===== config.mk =====
export PLATFORM = sky130hd
export DESIGN_NAME = fft_input_buffer
export DESIGN_NICKNAME = d
export VERILOG_FILES = /design/src/rtl/fft_input_buffer.sv
export SDC_FILE = /design/constraint.sdc
export NUM_CORES = 1
export LEC_CHECK = 0
export BUFFER_PORTS_ARGS = -buffer_cell sky130_fd_sc_hd__buf_2
export CAP_MARGIN = 20
export CORE_ASPECT_RATIO = 0.75
export CORE_UTILIZATION = 45
export DETAILED_ROUTE_END_ITERATION = 10
export PLACE_DENSITY = 0.59
export RECOVER_POWER = 25
export SETUP_SLACK_MARGIN = 0.2
export SYNTH_ARGS = -nofsm -noshare
export SYNTH_HDL_FRONTEND = slang
export SYNTH_SLANG_ARGS = --single-unit
export TNS_END_PERCENT = 50

===== constraint.sdc =====
create_clock -name clk -period 9.2 [get_ports clk]
set_clock_uncertainty 0.05 [all_clocks]
set_input_delay 0.46 -clock clk [delete_from_list [all_inputs] [get_ports clk]]
set_output_delay 0.46 -clock clk [all_outputs]
set_load 0.1 [all_outputs]

===== src/rtl/fft_input_buffer.sv =====
// Ping-pong frame buffer feeding the FFT butterfly pipeline: one bank fills while the other drains.
// Build option: define FFT_BITREV_EN to drain each frame in bit-reversed address order (DIT feed).
module fft_input_buffer #(
   parameter int N_POINT = 16,
   parameter int LOG2N   = 4,
   parameter int DW      = 16
) (
   input  logic             clk,
   input  logic             rst_n,
   input  logic             in_valid,
   output logic             in_ready,
   input  logic [DW-1:0]    in_re,
   input  logic [DW-1:0]    in_im,
   output logic             out_valid,
   input  logic             out_ready,
   output logic [DW-1:0]    out_re,
   output logic [DW-1:0]    out_im,
   output logic [LOG2N-1:0] out_idx,
   output logic             out_last
);

   // Handshake: a transfer happens on a rising clk edge where valid && ready;
   // the producer holds valid and data stable until that edge.

   typedef enum logic {
      S_IDLE,
      S_DRAIN
   } rd_state_e;

   rd_state_e        state_q, state_d;
   logic             wr_bank_q, wr_bank_d;
   logic             rd_bank_q, rd_bank_d;
   logic [LOG2N-1:0] wr_cnt_q, wr_cnt_d;
   logic [LOG2N-1:0] rd_cnt_q, rd_cnt_d;
   logic [1:0]       bank_full_q, bank_full_d;
   logic             out_valid_q, out_valid_d;
   logic             out_last_q, out_last_d;
   logic [DW-1:0]    out_re_q, out_re_d;
   logic [DW-1:0]    out_im_q, out_im_d;
   logic [LOG2N-1:0] out_idx_q, out_idx_d;

   logic [2*DW-1:0]  mem [2][N_POINT];
   logic [LOG2N-1:0] rd_addr;
   logic             wr_accept;
   logic             rd_load;
   logic             wr_last;
   logic             rd_last;

`ifdef FFT_BITREV_EN
   function automatic logic [LOG2N-1:0] bitrev(input logic [LOG2N-1:0] v);
      logic [LOG2N-1:0] r;
      for (int i = 0; i < LOG2N; i++) r[i] = v[LOG2N-1-i];
      return r;
   endfunction

   assign rd_addr = bitrev(rd_cnt_q);
`else
   assign rd_addr = rd_cnt_q;
`endif

   assign in_ready  = !rst_n && !bank_full_q[wr_bank_q];
   assign wr_accept = in_valid && in_ready;
   assign wr_last   = (wr_cnt_q == LOG2N'(N_POINT - 1));
   assign rd_last   = (rd_cnt_q == LOG2N'(N_POINT - 1));
   // Loading straight from IDLE keeps the fill-to-first-output latency at two cycles.
   assign rd_load   = bank_full_q[rd_bank_q] && (!out_valid_q || out_ready);

   always_comb begin
      state_d     = state_q;
      wr_bank_d   = wr_bank_q;
      rd_bank_d   = rd_bank_q;
      wr_cnt_d    = wr_cnt_q;
      rd_cnt_d    = rd_cnt_q;
      bank_full_d = bank_full_q;
      out_valid_d = out_valid_q;
      out_last_d  = out_last_q;
      out_re_d    = out_re_q;
      out_im_d    = out_im_q;
      out_idx_d   = out_idx_q;

      if (wr_accept) begin
         if (wr_last) begin
            bank_full_d[wr_bank_q] = 1'b1;
            wr_bank_d              = ~wr_bank_q;
            wr_cnt_d               = '0;
         end else begin
            wr_cnt_d = wr_cnt_q + LOG2N'(1);
         end
      end

      if (rd_load) begin
         {out_re_d, out_im_d} = mem[rd_bank_q][rd_addr];
         out_idx_d   = rd_addr;
         out_valid_d = 1'b1;
         out_last_d  = rd_last;
         if (rd_last) begin
            bank_full_d[rd_bank_q] = 1'b0;
            rd_bank_d              = ~rd_bank_q;
            rd_cnt_d               = '0;
         end else begin
            rd_cnt_d = rd_cnt_q + LOG2N'(1);
         end
      end else if (out_ready) begin
         out_valid_d = 1'b0;
         out_last_d  = 1'b0;
      end

      case (state_q)
         S_IDLE:  if (rd_load) state_d = S_DRAIN;
         S_DRAIN: if (rd_load && rd_last && !bank_full_q[~rd_bank_q]) state_d = S_IDLE;
         default: state_d = S_IDLE;
      endcase
   end

   always_ff @(posedge clk) begin
      if (rst_n) begin
         state_q     <= S_IDLE;
         wr_bank_q   <= 1'b0;
         rd_bank_q   <= 1'b0;
         wr_cnt_q    <= '0;
         rd_cnt_q    <= '0;
         bank_full_q <= 2'b00;
         out_valid_q <= 1'b0;
         out_last_q  <= 1'b0;
         out_re_q    <= '0;
         out_im_q    <= '0;
         out_idx_q   <= '0;
      end else begin
         state_q     <= state_d;
         wr_bank_q   <= wr_bank_d;
         rd_bank_q   <= rd_bank_d;
         wr_cnt_q    <= wr_cnt_d;
         rd_cnt_q    <= rd_cnt_d;
         bank_full_q <= bank_full_d;
         out_valid_q <= out_valid_d;
         out_last_q  <= out_last_d;
         out_re_q    <= out_re_d;
         out_im_q    <= out_im_d;
         out_idx_q   <= out_idx_d;
      end
   end

   always_ff @(posedge clk) begin
      if (wr_accept) mem[wr_bank_q][wr_cnt_q] <= {in_re, in_im};
   end

   assign out_valid = out_valid_q;
   assign out_last  = out_last_q;
   assign out_re    = out_re_q;
   assign out_im    = out_im_q;
   assign out_idx   = out_idx_q;

endmodule


== Word-level counts from Yosys, hierarchy flattened ==
Memories as Yosys holds them, arrays and structs flattened. A register that Yosys moved wholly into a read port is not among the register bits.
Cells that the tools add are included.
Storage, ports and cells
  register bits after elaboration: 50
  RAM bits: 1024
  bits of input ports: 36
  word-level logic and storage cells: 68
  memories kept: 1
Memory list
  mem: words 2, bits a word 512, rd ports 1, clocked after memory_dff 1, wr ports 1, line 42  | logic [2*DW-1:0] mem [2][N_POINT];
Operators by class
  add/subtract/negate cells: 2
  $lt $le $gt $ge: 7
  equal/unequal tests: 2
  muxes and demuxes: 26
  bitwise operators: 7
  reductions and logical operators: 13
Operators with widths (count)
  $mux W512: 1
  $bmux W32 S4: 1
  $demux W32 S4: 1
  $mux W32: 3
  $mux W1: 12
  $ge A5 B5 Y1 const B: 2
  $not A4 Y5: 2
  $add A4 B1 Y4 const B: 2
  $eq A4 B4 Y1 const B: 2
  $mux W2: 4
  $mux W4: 2
  $logic_and A1 B1 Y1: 6
  $lt A5 B1 Y1 const B: 1
  $lt A1 B2 Y1 const B: 2
  $reduce_and A2 Y1: 2
  $logic_not A1 Y1: 3
  $and A2 B2 Y2: 1
  $demux W1 S1: 2
  $ge A1 B1 Y1 const B: 2
  $not A1 Y1: 2
  $not A2 Y2: 1
  $or A2 B2 Y2: 1
  $reduce_bool A2 Y1: 1
  $logic_or A1 B1 Y1: 1

== Depth between registers and ports, before layout ==
  word-level depth: 10
  mapped depth: 9

== Least setup slack after synthesis ==
No wires, ideal clock.
  path kind: input to register
  start point: input port rst_n
  end point: memory mem[0][32] in the netlist's numbering (enable)
  setup time: 0.461 ns
  arrival: 3.528 ns
  setup slack: 5.161 ns
  stages on the path: 6
  buffers on the path: 2
  path through: buf_1 inv_1 and3_1 clkbuf_1 nand2_1 nor3_1
On the way
  longest elaborated chain between the ends: 5
RTL lines
  start: declaration: line 9  | input logic rst_n,
  $logic_not A1 Y1: line 61  | assign in_ready = !rst_n && !bank_full_q[wr_bank_q];
  $logic_and A1 B1 Y1: line 61
  $logic_and A1 B1 Y1: line 62  | assign wr_accept = in_valid && in_ready;
  $mux W1: line 144  | if (wr_accept) mem[wr_bank_q][wr_cnt_q] <= {in_re, in_im};
  $mux W512 (not written as such): line 144
  end: declaration: line 42
Every way passes these cells.

== Worst setup path in the final report ==
  start point: register rd_cnt_q[0], in the netlist rd_addr[0]
  end point: register out_re_q[5], in the netlist out_re[5]
On the way
  longest elaborated chain between the ends: 4
RTL lines
  start: declaration: line 34  | logic [LOG2N-1:0] rd_cnt_q, rd_cnt_d;
  start signal: assignment: line 133  | rd_cnt_q <= rd_cnt_d;
  $not A4 Y5 (not written as such): line 92  | {out_re_d, out_im_d} = mem[rd_bank_q][rd_addr];
  $bmux W32 S4: line 92
  $mux W32 (not written as such) (2 in series): line 92
  end signal: assignment: line 137  | out_re_q <= out_re_d;
  end: declaration: line 38  | logic [DW-1:0] out_re_q, out_re_d;
Every way passes these cells. The select of a mux whose other input is x is not followed.
A chain may end at the register's enable or synchronous reset.

==> flow_metrics.tcl <==
set metrics [dict create \
    wl_per_cell_um 31.2 \
    worst_pin_slew_ps 1540 \
    topRoutingLayerUsed "met4" \
    power_density_nw_per_um2 213 \
    seq_area_frac_synth_pct 77.3 \
    antenna_found_initial 6 \
    synth_edf_count 1024 \
    synthMostInstantiatedCell "edfxtp_1" \
    period_share_pct 41.4 \
    async_reset_ff_share_pct 0 \
    cts_resized 0 \
    cts_tree "yes" \
    ys_top_cells_by_area "edfxtp_1 75%, mux4_2 11%, mux2i_1 3.3%" \
    cap_violations 2 \
    ioPinCount 75 \
    power_w 0.00992 \
    yosys.area.top_type "edfxtp_1" \
    switchingPower_w 0.00194 \
    antenna_left 0 \
    finalSetupViolCount 0 \
    io_buffers 74 \
    outcome "finished with violations" \
    holdWs_ps 103 \
    crit_top_cell "buf_4" \
    first_pass_iters 6 \
    nets 2076 \
    switching_share_pct 19.5 \
    rsz0062_at_grt "no" \
    cts_setup_buffers 0 \
    endpoint_kind "flip-flop" \
    fin_ws_ps 5390 \
    root_buffer "clkbuf_16" \
    dp_slack_ps 5200 \
    synth.distinct_cells 38 \
    startpoint_type "flip-flop" \
    dr_wl_met3_um 8590 \
    core_um2 90000 \
    fin_crit_ps 3810 \
    reg2reg_slack_ps 5390 \
    cts.clk_slew.worst_paths_ps 60 \
    cts_buffers 103 \
    vias_per_cell 6.06 \
    drt-met1-wl_um 46600 \
    critical_path_buf_inv_count 2 \
    ys_ff_latch 1075 \
    endpoint "out_re[5]" \
    fill_cells 7007 \
    ys_warn_count 0 \
    path_class "reg -> reg" \
    cp.arrival_ps 4290 \
    synth_ff_type "edfxtp_1" \
    syn-num-nets 1953 \
    cts.sinks 1075 \
    setup_tns_ps 0 \
    grt_pass1_vias 20300 \
    crit_chain "buf_4, buf_4, mux4_2, mux2_2, a22oi_1, a31oi_1" \
    drt_wl_total_um 104000 \
    min_path_type "in -> reg" \
    vias 20200 \
    timing.rr.start "rd_addr[0]" \
    netlist_area_um2 41100 \
    crit_family "buffers and inverters" \
    place_congestion 0.759 \
    grt_pass1_wl_um 150000 \
    ys_top_cells_by_count "1,024 x edfxtp_1, 192 x mux4_2, 134 x mux2i_1, 97 x mux2_2, 96 x a22oi_1" \
    power_frac_clock_pct 44.7 \
    cp_slowest_stage_delay_ps 880 \
    drv_slew 66 \
    diodes 0 \
    synth.top_cell.area_share_pct 74.8 \
    register_area_um2 31800 \
    path_max_fanout 63 \
    grt_max_degree 111 \
    violations "capacitance limit, slew limit" \
    internal_power_w 0.00799 \
    slew-limit-headroom_pct -2.98 \
    rr_endpoint "out_re[5]" \
    max-vdd-ir-drop_uv 151 \
    dr_wl_met2_um 47100 \
    dieArea_um2 92600 \
    slowest_stage "buf_4" \
    leakagePower_nw 14.0 \
    fmaxAchievable_mhz 262 \
    clk_path_buf_depth 3 \
    clock_latency_ps 690 \
    combPwrFrac_pct 1.2 \
    area_delta_synth_final_pct 13.6 \
    h-tree-depth 3 \
    multi_input_comb_area_um2 8960 \
    seqPwrFrac_pct 54.1 \
    die_h_um 264 \
    grt_use_total_pct 22.8 \
    rows 95 \
    gr-total-overflow 0 \
    start_util_pct 45.7 \
    cp.required_ps 9670 \
    hold_viol 0 \
    cp.depth 6 \
    synth_cells 1912 \
    die_x_um 351 \
    syn_area_per_cell_um2 21.5 \
    drive_gt1_share_pct 28.5 \
    reg2regPathDepth 6 \
    initialDrtViolationCount 2558 \
    drc_errors 0 \
    dp_hpwl_um 57400 \
    cts_hold_buf 0 \
    crit_start "rd_addr[0]" \
]
-- routing by layer --
layer	track usage, %	up-vias
met4	4.33	0
met1	36.0	10900
met5	0	-
met3	3.91	123
met2	33.6	928
li1	-	8266
-- cell usage in the layout, fill, tap and decap left out, drive strengths merged, types with 3 or more instances in the layout --
cell type	n
a31oi	32
a32oi	33
a21oi	7
nor3	6
nor4	4
buf	109
mux4	192
inv	10
clkbuf	155
a22oi	96
edfxtp	1024
mux2	97
bufinv	15
mux2i	134
clkinv	39
dfxtp	51
ha	5
nand2	41
nand3b	4
nor2	40
nor2b	3
xor2	3
and2	3
-- how the worst min path moves through the flow --
| stage | startpoint | end | slack, ps | cells after the start |
|---|---|---|---|---|
| 2_1_floorplan | rd_addr[3] | rd_addr[3] | 450 | 2 |
| 3_3_place_gp | out_idx[2] | out_idx[2] | 400 | 2 |
| 3_5_place_dp | out_idx[2] | out_idx[2] | 410 | 2 |
| 4_1_cts | out_ready | out_last | 60 | 4 |
| 5_1_grt | out_ready | out_last | 120 | 4 |
| 6_report | out_ready | out_last | 100 | 4 |
-- area by class of cell --
type	instances	area share [%]
Clock buffer	136	6.09
Clock inverter	58	1.55
Inverter	8	0.0643
Multi-Input combinational cell	719	19.2
Sequential cell	1075	68.1
Tap cell	1212	3.25
Timing Repair Buffer	128	1.78
-- cells by family (layout without fill, tap and decap cells) --
group                    count (synthesis)  in the layout  synth area share (%)
buffers and inverters                  118            330                  1.57
multiplexers                           423            423                  16.4
AND/OR/NAND/NOR                        111            111                  1.27
AO/OA/AOI/OAI                          175            175                  3.16
flip-flops                            1075           1075                  77.3
XOR/XNOR                                 5              5                 0.107
adder cells (fa/ha/maj)                  5              5                 0.152
-- metrics by stage --
step | cells | util (%) | instance area [um2]
floorplan | 1912 | - | 41100
global placement | 3138 | 47.9 | 43100
detailed placement | 3140 | 47.9 | 43100
CTS | 3334 | 51.9 | 46700
global route | 3336 | 51.9 | 46700
finish | 3336 | 51.9 | 46700
-- power groups by stage --
stage | sequential, W | combinational, W | clock [W]
2_1_floorplan | 0.00547 | 0.0000252 | 0
3_3_place_gp | 0.00547 | 0.000115 | 0
3_5_place_dp | 0.00547 | 0.000122 | 0
4_1_cts | 0.00537 | 0.000122 | 0.00450
5_1_grt | 0.00537 | 0.000129 | 0.00468
6_report | 0.00537 | 0.000119 | 0.00444
-- flip-flops by register name, indices dropped and copies added, names as in the netlist, named ones only --
register     cells
rd_bank_q        1
out_re          16
out_valid        1
out_im          16
wr_bank_q        1
out_last         1
bank_full_q      2
wr_cnt_q         4
out_idx          4
rd_addr          4
mem           1024
-- worst min-delay path, delay by kind of cell --
family                 cells  cell delay [ps]
AND/OR/NAND/NOR            1               90
buffers and inverters      2              150
AO/OA/AOI/OAI              1               80
Note: power is estimated with default switching activity, not from simulation.
